## src/rtl/bounce_decoder.sv

```systemverilog
// Loop-back monitor for a bouncing one-hot walker: decodes position/direction, locks to the
// sequence, counts end-of-travel reversals and flags malformed or out-of-order samples.
module bounce_decoder #(
   parameter int WIDTH = 8,
   parameter int PW    = 3,
   parameter int CNT_W = 16
) (
   input  logic             clk,
   input  logic             reset,
   input  logic             sample_en,
   input  logic             clear,
   input  logic [WIDTH-1:0] q_in,
   output logic [PW-1:0]    pos,
   output logic             pos_valid,
   output logic             dir,
   output logic             locked,
   output logic             err,
   output logic [1:0]       err_code,
   output logic [CNT_W-1:0] bounce_cnt,
   output logic [CNT_W-1:0] err_cnt
);

   // Encoding chosen so locked and dir are plain state-register bits.
   typedef enum logic [1:0] {
      SYNC = 2'b00,
      UP   = 2'b01,
      DOWN = 2'b11
   } state_t;

   localparam logic [1:0] E_NOT_ONEHOT = 2'd1;
   localparam logic [1:0] E_SEQUENCE   = 2'd2;
   localparam logic [1:0] E_STALL      = 2'd3;

   state_t            state, state_n;
   logic [PW-1:0]     idx, pos_n;
   logic              onehot, pos_valid_n, err_n, bump_n;
   logic [1:0]        code_n;
   int                idx_i, pos_i;

   assign locked = state[0];
   assign dir    = state[1];

   always_comb begin
      idx = '0;
      for (int i = 0; i < WIDTH; i++) begin
         if (q_in[i]) idx = PW'(i);
      end
      onehot = (q_in != '0) && ((q_in & (q_in - WIDTH'(1))) == '0);
      idx_i  = int'(idx);
      pos_i  = int'(pos);
   end

   always_comb begin
      state_n     = state;
      pos_n       = pos;
      pos_valid_n = pos_valid;
      err_n       = 1'b0;
      code_n      = err_code;
      bump_n      = 1'b0;
      if (sample_en) begin
         if (!onehot) begin
            state_n     = SYNC;
            pos_valid_n = 1'b0;
            err_n       = 1'b1;
            code_n      = E_NOT_ONEHOT;
         end else begin
            pos_n       = idx;
            pos_valid_n = 1'b1;
            case (state)
               SYNC: begin
                  if (!pos_valid) begin
                     if (idx_i == 0)              state_n = UP;
                     else if (idx_i == WIDTH - 1) state_n = DOWN;
                  end else if (idx_i == pos_i + 1) begin
                     state_n = (idx_i == WIDTH - 1) ? DOWN : UP;
                  end else if (idx_i == pos_i - 1) begin
                     state_n = (idx_i == 0) ? UP : DOWN;
                  end else if (idx_i == pos_i) begin
                     err_n  = 1'b1;
                     code_n = E_STALL;
                  end
               end
               UP, DOWN: begin
                  if ((state == UP && idx_i == pos_i + 1) ||
                      (state == DOWN && idx_i == pos_i - 1)) begin
                     if (state == UP && idx_i == WIDTH - 1) begin
                        state_n = DOWN;
                        bump_n  = 1'b1;
                     end else if (state == DOWN && idx_i == 0) begin
                        state_n = UP;
                        bump_n  = 1'b1;
                     end
                  end else begin
                     state_n = SYNC;
                     err_n   = 1'b1;
                     code_n  = (idx_i == pos_i) ? E_STALL : E_SEQUENCE;
                  end
               end
               default: state_n = SYNC;
            endcase
         end
      end
   end

   always_ff @(posedge clk or posedge reset) begin
      if (reset) begin
         state      <= SYNC;
         pos        <= '0;
         pos_valid  <= 1'b0;
         err        <= 1'b0;
         err_code   <= 2'd0;
         bounce_cnt <= '0;
         err_cnt    <= '0;
      end else begin
         state     <= state_n;
         pos       <= pos_n;
         pos_valid <= pos_valid_n;
         err       <= err_n;
         // clear wins over any same-cycle counter or code update.
         if (clear) begin
            err_code   <= 2'd0;
            bounce_cnt <= '0;
            err_cnt    <= '0;
         end else begin
            err_code <= code_n;
            if (bump_n && bounce_cnt != '1) bounce_cnt <= bounce_cnt + CNT_W'(1);
            if (err_n && err_cnt != '1)     err_cnt    <= err_cnt + CNT_W'(1);
         end
      end
   end

endmodule

```

## config.mk

```make
export PLATFORM = sky130hd
export DESIGN_NAME = bounce_decoder
export DESIGN_NICKNAME = d
export VERILOG_FILES = /design/src/rtl/bounce_decoder.sv
export SDC_FILE = /design/constraint.sdc
export NUM_CORES = 1
export LEC_CHECK = 0
export ABC_AREA = 0
export CAP_MARGIN = 20
export CORE_MARGIN = 3
export CORE_UTILIZATION = 40
export CTS_BUF_LIST = sky130_fd_sc_hd__clkbuf_16
export DETAILED_ROUTE_END_ITERATION = 7
export GPL_TIMING_DRIVEN = 0
export PLACE_DENSITY = 0.61
export SLEW_MARGIN = 0
export SYNTH_ARGS = -nofsm -noshare
export SYNTH_HDL_FRONTEND = slang
export SYNTH_SLANG_ARGS = --single-unit
export TNS_END_PERCENT = 20
```

## constraint.sdc

```tcl
create_clock -name clk -period 2.9 [get_ports clk]
set_input_delay 0.58 -clock clk [delete_from_list [all_inputs] [get_ports clk]]
set_output_delay 0.58 -clock clk [all_outputs]
set_load 0.01 [all_outputs]
```

==> impl_metrics.env <==
export IMPL_path_cells="buf_8, or4_4, xor2_2, mux2_4, or3_4, a211o_1, buf_6, nand2_1, nor2_1, mux2_1"
export IMPL_fin_crit_ps=2920
export IMPL_fin_ws_ps=-15.5
export IMPL_dr_pass1_iters=5
export IMPL_cpPeakStageDelay_ps=580
export IMPL_grt_pass1_wl_um=12100
export IMPL_stdcell_area_mm2=0.00372
export IMPL_drc=0
export IMPL_fmax_ghz=0.343
export IMPL_cap_viol_max_count=0
export IMPL_dpl_cell_area_mm2=0.00333
export IMPL_post_synth_top_area_cell="dfrtp_1"
export IMPL_ioPinCount=53
export IMPL_die_area_mm2=0.00784
export IMPL_synth_nets=328
export IMPL_hold_slack_ps=526
export IMPL_ant_nets=0
export IMPL_hp_class="input port to async pin"
export IMPL_fin_setup_tns_ps=-43.4
export IMPL_hpwlAfterDp_um=5030
export IMPL_crit_buf_inv=2
export IMPL_setup_viol=3
export IMPL_cts_tree="built"
export IMPL_powerDensity_mw_per_mm2=413
export IMPL_die_w_um=88.6
export IMPL_synth_area_leaders="dfrtp_1, nor2_1, xor2_1"
export IMPL_vias=2614
export IMPL_avgSynthCellArea_um2=8.74
export IMPL_maxSlewHeadroom_pct=63.0
export IMPL_seq_area_frac_synth_pct=37.6
export IMPL_grt_pass1_vias=2483
export IMPL_finalCritPeriodShare_pct=101
export IMPL_clock_sinks=41
export IMPL_wire_per_inst_um=15.8
export IMPL_crit_path_max_fanout=4
export IMPL_layout_drive_gt1_share_pct=15.8
export IMPL_vias_per_cell=5.66
export IMPL_cts_made_buffers=5
export IMPL_crit_slowest_cell="or4_4"
export IMPL_diodes=0
export IMPL_grtUsageTotal_pct=19.2
export IMPL_antenna_found_initial=0
export IMPL_hold_viol_final=0
export IMPL_postCtsHoldBufs=0
export IMPL_rows=29
export IMPL_start_util_pct=42.0
export IMPL_io_buffers=48
export IMPL_nNetsFinal=400
export IMPL_power_leakage_nw=1.61
export IMPL_synth_cells=312
export IMPL_clk_latency_ps=280
export IMPL_ys_ff_latch=41
export IMPL_synth_cell_types=55
export IMPL_violations="negative setup slack"
export IMPL_grt_max_degree=35
export IMPL_yosys_cell_count_top_type="dfrtp_1"
export IMPL_cp_arrival_ps=3080
export IMPL_cts_clk_slew_worst_paths_ps=70
export IMPL_clockBufferDepth=2
export IMPL_async_flop_share_pct=100
export IMPL_root_buffer="clkbuf_16"
export IMPL_outcome="complete, but fails checks"
export IMPL_finalWirelength_um=7290
export IMPL_gp_congestion=0.844
export IMPL_rsz0062_at_grt="yes"
export IMPL_h_tree_depth=2
export IMPL_cp_start_kind="input port"
export IMPL_critPathRequiredTime_ps=3070
export IMPL_synth_area_mm2=0.00273
export IMPL_yosys_warnings=0
export IMPL_ys_flop_type="dfrtp_1"
export IMPL_synth_top_area_share_pct=37.6
export IMPL_place_worst_setup_slack_ps=-913
export IMPL_crit_family="simple AND/OR/NAND/NOR gates"
export IMPL_skew_ps=7.24
export IMPL_synth_edff_count=0
export IMPL_critPathCaptureType="flop"
export IMPL_coreArea_mm2=0.00649
export IMPL_peakVddDrop_v=0.000285
export IMPL_grt_overflow_total=0
export IMPL_area_growth_syn_to_layout_pct=36.4
export IMPL_worst_slew_pin_slew_ps=551
export IMPL_criticalPathCategory="input port to flop"
export IMPL_fp_dieH_um=88.6
export IMPL_detail_route_iter0_violations=133
export IMPL_synth_common_cells="dfrtp_1, nor2_1, nand2_1"
export IMPL_drv_slew=0
[stage by stage]
step                      total power (W)  std cells  utilization, %
after global placement           0.000869        437            51.0
after detailed placement         0.000876        438            51.3
after floorplan                  0.000787        312               -
final                             0.00154        462            57.3
after global routing              0.00160        462            57.3
after CTS                         0.00153        457            56.1
[state kept, by name, summed over array words and instances (netlist names)]
| register | flops |
|---|---|
| bounce_cnt | 16 |
| err | 1 |
| err_cnt | 16 |
| err_code | 2 |
| pos | 3 |
| pos_valid | 1 |
| state | 2 |
[metal layers]
layer	up-vias	routed length, µm	global-route usage (%)
met5	-	0	0
met4	0	44	4.95
li1	1258	-	-
met1	1291	3500	27.6
met2	61	3480	30.0
met3	4	259	2.98
[placed cells by master (no fill, tap or decap), types with 4 or more instances in the layout]
master and instances:
clkbuf_1 11, mux2_4 6, a21oi_1 10, xor2_1 15, nand4_1 16, buf_4 16
o21a_1 4, dfrtp_1 41, buf_6 4, and2_1 7, clkbuf_16 5, o21ai_0 10
and3_1 12, nor2b_1 11, nand3_1 16, ha_1 4, nor2_1 38, or3_1 5
nand2_1 21, clkdlybuf4s50_1 44, nor3_1 7, inv_1 12
[report_power, final]
part	total, W	switching [W]	internal [W]
logic	0.000294	0.000153	0.000141
registers	0.000608	0.0000219	0.000586
clock network	0.000635	0.000235	0.000401
total	0.00154	0.000409	0.00113
[final timing paths]
check                                  from             to  slack [ps]  cells after the start
worst max register to register       pos[1]     err_cnt[6]         210                     11
min in group clk                err_code[1]    err_code[1]         550                      2
worst min-delay path                  reset  bounce_cnt[6]         530                      2
worst min register to register  err_code[1]    err_code[1]         550                      2
worst max-delay path                q_in[4]     err_cnt[7]         -20                     10
max in group asynchronous             reset    err_cnt[10]        1920                      3
[timing repair]
item,in CTS,in global routing
endpoints found under the setup margin,37,27
pin swaps,6,4
gates resized for setup,22,9
gates cloned,0,0
buffers inserted,13,5
endpoints found under the hold margin,0,0
[final cells by class]
class                           instances  area, µm²
Tap cell                               77       96.3
Clock inverter                          3       37.5
Buffer                                 17       93.8
Inverter                               12       45.0
Clock buffer                            5        125
Sequential cell                        41       1030
Fill cell                             598       2780
Timing Repair Buffer                   67        653
Multi-Input combinational cell        240       1640
[kinds of logic (layout without fill, tap and decap cells)]
group	count (synthesis)	after routing	share of synthesized area [%]
fa+ha+maj	5	5	2.20
flops	41	41	37.6
xor+xnor	18	18	6.06
buf+inv	31	104	5.46
compound gates	49	49	13.0
simple gates	155	155	30.1
mux	13	13	5.55
No activity file was read; power rests on OpenSTA's default activity.
